[config.mk]
export PLATFORM = sky130hd
export DESIGN_NAME = instr_fetch_reg
export DESIGN_NICKNAME = d
export VERILOG_FILES = /design/src/rtl/cpu_pkg.sv /design/src/rtl/instr_fields.sv /design/src/rtl/instr_fetch_reg.sv
export SDC_FILE = /design/constraint.sdc
export NUM_CORES = 1
export LEC_CHECK = 0
export ABC_CLOCK_PERIOD_IN_PS = 2800
export CORE_UTILIZATION = 41
export DETAILED_ROUTE_END_ITERATION = 6
export GPL_TIMING_DRIVEN = 0
export PLACE_DENSITY = 0.81
export REMOVE_ABC_BUFFERS = 1
export SYNTH_ARGS = -nofsm -noshare
export SYNTH_HDL_FRONTEND = slang
export SYNTH_SLANG_ARGS = --single-unit
[constraint.sdc]
create_clock -name clk -period 2.8 [get_ports clk]
set_clock_uncertainty 0.1 [all_clocks]
set_input_delay 0.56 -clock clk [delete_from_list [all_inputs] [get_ports clk]]
set_output_delay 0.56 -clock clk [all_outputs]
set_load 0.05 [all_outputs]
[src/rtl/cpu_pkg.sv]
// cpu_pkg: shared fetch-state encoding, instruction field positions and widths
package cpu_pkg;
  localparam int WORD_W = 32;
  localparam int IMM_W = 16;
  typedef enum logic [1:0] {FS_IDLE = 2'd0, FS_FETCH = 2'd1, FS_VALID = 2'd2} fs_t;
  localparam int OPC_HI = 31, OPC_LO = 26;
  localparam int RS_HI = 25, RS_LO = 21;
  localparam int RT_HI = 20, RT_LO = 16;
  localparam int RD_HI = 15, RD_LO = 11;
  localparam int SH_HI = 10, SH_LO = 6;
  localparam int FN_HI = 5, FN_LO = 0;
  localparam int IMM_HI = 15, IMM_LO = 0;
  localparam int JA_HI = 25, JA_LO = 0;
endpackage

[src/rtl/instr_fields.sv]
// instr_fields: slices an instruction word into its decode fields
module instr_fields
  import cpu_pkg::*;
(
  input  logic [WORD_W-1:0] ir,
  output logic [5:0]        opcode,
  output logic [4:0]        rs,
  output logic [4:0]        rt,
  output logic [4:0]        rd,
  output logic [4:0]        shamt,
  output logic [5:0]        funct,
  output logic [IMM_W-1:0]  imm16,
  output logic [25:0]       jaddr
);
  assign opcode = ir[OPC_HI:OPC_LO];
  assign rs     = ir[RS_HI:RS_LO];
  assign rt     = ir[RT_HI:RT_LO];
  assign rd     = ir[RD_HI:RD_LO];
  assign shamt  = ir[SH_HI:SH_LO];
  assign funct  = ir[FN_HI:FN_LO];
  assign imm16  = ir[IMM_HI:IMM_LO];
  assign jaddr  = ir[JA_HI:JA_LO];
endmodule

[src/rtl/instr_fetch_reg.sv]
// instr_fetch_reg: PC, req/ack instruction fetch FSM and IR; FETCH_TIMEOUT_EN adds a fetch timeout
module instr_fetch_reg
  import cpu_pkg::*;
#(
  parameter logic [WORD_W-1:0] RESET_PC = 32'h0000_0000
`ifdef FETCH_TIMEOUT_EN
  ,
  parameter int TIMEOUT_CYCLES = 255
`endif
) (
  input  logic              clk,
  input  logic              rst,
  input  logic              fetch_start,
  output logic              mem_req,
  output logic [WORD_W-1:0] mem_addr,
  input  logic              mem_ack,
  input  logic [WORD_W-1:0] mem_rdata,
  output logic              ir_valid,
  input  logic              ir_consume,
  input  logic              pc_load,
  input  logic [WORD_W-1:0] pc_load_val,
  output logic [WORD_W-1:0] pc,
  output logic [WORD_W-1:0] pc_plus4,
  output logic              busy,
  output logic [5:0]        opcode,
  output logic [4:0]        rs,
  output logic [4:0]        rt,
  output logic [4:0]        rd,
  output logic [4:0]        shamt,
  output logic [5:0]        funct,
  output logic [IMM_W-1:0]  imm16,
  output logic [25:0]       jaddr,
  output logic              fetch_err
);
  fs_t state, next;
  logic [WORD_W-1:0] ir;
  logic acc, start, tmo;
  assign acc      = state == FS_FETCH && mem_ack;
  assign start    = next == FS_FETCH && state != FS_FETCH;
  assign pc_plus4 = pc + 32'd4;
  assign ir_valid = state == FS_VALID;
  assign busy     = state != FS_IDLE;
`ifdef FETCH_TIMEOUT_EN
  localparam int CW = $clog2(TIMEOUT_CYCLES + 1);
  logic [CW-1:0] cnt;
  assign tmo = state == FS_FETCH && !mem_ack && cnt == CW'(TIMEOUT_CYCLES);
  // count FETCH cycles without an ack; the error flag is sticky until reset
  always_ff @(posedge clk) begin
    if (rst) begin
      cnt <= '0;
      fetch_err <= 1'b0;
    end else begin
      cnt <= start ? '0 : (state == FS_FETCH && !mem_ack) ? cnt + 1'b1 : cnt;
      fetch_err <= fetch_err | tmo;
    end
  end
`else
  assign tmo = 1'b0;
  assign fetch_err = 1'b0;
`endif
  // next state: an ack always beats a coincident timeout
  always_comb begin
    next = state == FS_IDLE  ? (fetch_start ? FS_FETCH : FS_IDLE)
         : state == FS_FETCH ? (mem_ack ? FS_VALID : tmo ? FS_IDLE : FS_FETCH)
         : state == FS_VALID ? (ir_consume ? (fetch_start ? FS_FETCH : FS_IDLE) : FS_VALID)
         : FS_IDLE;
  end
  // state, request, address latched on FETCH entry, IR capture and PC update
  always_ff @(posedge clk) begin
    if (rst) begin
      state    <= FS_IDLE;
      pc       <= RESET_PC;
      ir       <= '0;
      mem_req  <= 1'b0;
      mem_addr <= '0;
    end else begin
      state   <= next;
      mem_req <= next == FS_FETCH;
      if (start) mem_addr <= pc;
      if (acc) ir <= mem_rdata;
      pc <= pc_load ? {pc_load_val[WORD_W-1:2], 2'b00} : acc ? pc_plus4 : pc;
    end
  end
  instr_fields u_fields (
    .ir(ir), .opcode(opcode), .rs(rs), .rt(rt), .rd(rd),
    .shamt(shamt), .funct(funct), .imm16(imm16), .jaddr(jaddr)
  );
endmodule

==> flow_summary.ini <==
[run_status]
outcome = finished with violations
violations = DRC

[clocking]
cts.sinks = 95
cts_tree = done
clock_latency_ns = 0.34
clockBufferDepth = 2
cts_root_buffer = clkbuf_16
clk_pin_slew_ns = 0.07
cts_buffers = 9
htreeDepth = 3
hold_buffers = 0

[drt]
post_drt_wl_per_cell_um = 16.7
ant_nets = 0
finalWirelength_um = 16000
num_vias = 5116
routed_via_density = 5.33
drt-pass1-iter-count = 7
drt_iter0_drc = 339
drcViolationCount = 13

[sta]
worstMarginPinSlew_ns = 1.21
hold_ws_ns = 0.354
slew_headroom_pct = 19.3
post-route-min-period_ns = 2.75
finalSetupViolations = 0
max_freq_ghz = 0.364
hold_viol = 0
worst_slack_ns = 0.0516
drv_slew = 0
period_share_pct = 98.2
setup_tns_ns = 0
rsz0062_at_grt = yes

[global_routing]
grt_overflow_total = 0
grt_pass1_wl_um = 24600
grt_antenna_before_repair = 0
grt_pass1_vias = 4889
grt_max_degree = 58
grt_use_total_pct = 24.7

[floorplan]
initial_utilization_pct = 42.6
chipHeight_um = 112
die_w_um = 112
dieArea_sq_um = 12400
io_pins = 244
core_sq_um = 11600
num_rows = 39

[power_and_ir_drop]
seqPwrFrac_pct = 39.2
power_density_nw_per_um2 = 510
leakagePower_nw = 2.70
power_frac_clock_pct = 33.9
p_comb_share_pct = 26.9
vdd_drop_max_v = 0.000290
switching_power_w = 0.00132
cellInternalPower_w = 0.00255
swShare_pct = 34.1

[yosys]
ys_warn_count = 0
synthesis.area_sq_um = 4920
netlist_instances = 640
syn_avg_cell_area_sq_um = 7.69
synth-edff-count = 0
synth_top_area_share_pct = 38.6
ys_ff_latch = 95
yosys_most_used_dff = dfxtp_1
synth.lib_cells_used.distinct = 51
synth_area_leaders = dfxtp_1 39%, nand2_1 11%, buf_4 7.8%
synthArstFlopShare_pct = 0
yosysSeqAreaShare_pct = 38.6
yosysTopAreaCell = dfxtp_1

[finish]
fin_area_sq_um = 7590
final_cell_mix = 207 x clkdlybuf4s50_1, 150 x nand2_1, 72 x a21oi_1
final_common_cell = clkdlybuf4s50_1
nNetsFinal = 883
syn_to_final_growth_pct = 54.3
antenna_cells = 0
drive_gt1_share_pct = 14.1

[hold_path]
hold_start = mem_addr[29]
hold_class = reg2reg
holdPathStages = 2
hold_end = mem_addr[29]

[setup_path]
critPathRequiredTime_ns = 2.14
cp.arrival_ns = 2.09
worstPathMaxFanout = 7
path_class = reg2out
reg2reg_to = pc[20]
crit_path_start = pc[2]
worstReg2RegStart = state[0]
r2r_slack_ns = 0.38
endpoint_kind = primary output
critPathLaunchType = flop
reg2reg_depth = 5

[placement]
post-dp-hpwl_um = 10800
dp_slack_ns = -1.00
place.gp.congestion = 0.783
dpl_cell_area_sq_um = 6900
portBuffers = 234

[flow_run]
max_cap_viol_count = 0
==> power groups by stage <==
stage                     Combinational, W  Sequential (W)  Clock [W]
after floorplan                   0.000302         0.00183          0
after global placement             0.00100         0.00155          0
after detailed placement           0.00102         0.00155          0
after CTS                          0.00102         0.00152    0.00132
after global routing               0.00109         0.00153    0.00140
final                              0.00104         0.00152    0.00131
==> per-stage QoR <==
stage	utilization, %	instances	total power [W]
floorplan	-	540	0.00213
global placement	59.3	917	0.00255
detailed placement	59.7	920	0.00257
CTS	64.2	948	0.00387
global route	65.7	960	0.00402
finish	65.7	960	0.00388
==> synth_stat cells (all sizes together) (2+ instances only) <==
master and count:
a311oi 11, nor2 31, xnor2 21, a21oi 72, o31ai 5, o21ai 6
a221oi 2, o22ai 2, nand2 150, nand3 14, nor4 9, or4 9
or3 5, a2111oi 4, inv 10, a211oi 9, o31a 2, or2 3
nor2b 4, and3 2, xor2 16, nor3 17, and3b 3, clkbuf 41
nand2b 2, nand4 10, and4 6, nand3b 4, dfxtp 95, buf 65
==> sequential cells by signal (all words and copies together), names as in the netlist <==
register / flops
ir: 32
mem_addr: 30
pc: 30
state: 2
mem_req: 1
==> routing by layer <==
| metal | global-route usage (%) | vias up | part of all wire [%] |
|---|---|---|---|
| met5 | 0 | - | 0 |
| met3 | 5.61 | 28 | 7.6 |
| met4 | 11.4 | 0 | 2.6 |
| met2 | 44.0 | 230 | 50 |
| met1 | 28.1 | 2400 | 39 |
| li1 | - | 2458 | - |
==> how the worst max path moves through the flow <==
| stage | to | slack (ns) | depth (start not counted) |
|---|---|---|---|
| floorplan | pc_plus4[24] | -0.75 | 5 |
| global placement | pc[31] | -1.78 | 4 |
| detailed placement | pc_plus4[24] | -1.00 | 6 |
| CTS | pc_plus4[28] | 0.001 | 5 |
| global route | pc_plus4[26] | -0.08 | 6 |
| finish | pc_plus4[20] | 0.05 | 6 |
==> area by class of cell <==
class / count / area (sq um)
timing repair inverter: 1 / 7.51
inverter: 10 / 41.3
sequential: 95 / 1980
fill: 967 / 3970
tap: 143 / 179
multi-input combinational: 435 / 2510
timing repair buffer: 260 / 2560
clock buffer: 12 / 267
clock inverter: 4 / 52.6
==> kinds of logic after synthesis <==
kind of cell / Yosys count / synth area share [%]
flip-flops: 95 / 38.6
XOR/XNOR: 37 / 6.58
adder cells (fa/ha/maj): 1 / 0.254
other: 1 / 0.0762
AO/OA/AOI/OAI: 120 / 15.0
AND/OR/NAND/NOR: 270 / 26.3
buffers and inverters: 116 / 13.2
==> repair_timing <==
action | in CTS | in global routing
pin swaps | 6 | 5
gates cloned | 1 | 0
resized for setup | 148 | 22
setup endpoints to repair | 52 | 20
setup buffers | 11 | 11
==> critical path, stage by stage (launching register included) <==
cell and delay (ns):
dfxtp_4 0.39, ha_4 0.17, nand3_4 0.12, or3_4 0.47, nor3_1 0.21, xor2_1 0.17
buf_4 0.22
No activity file was read; power rests on OpenSTA's default activity.
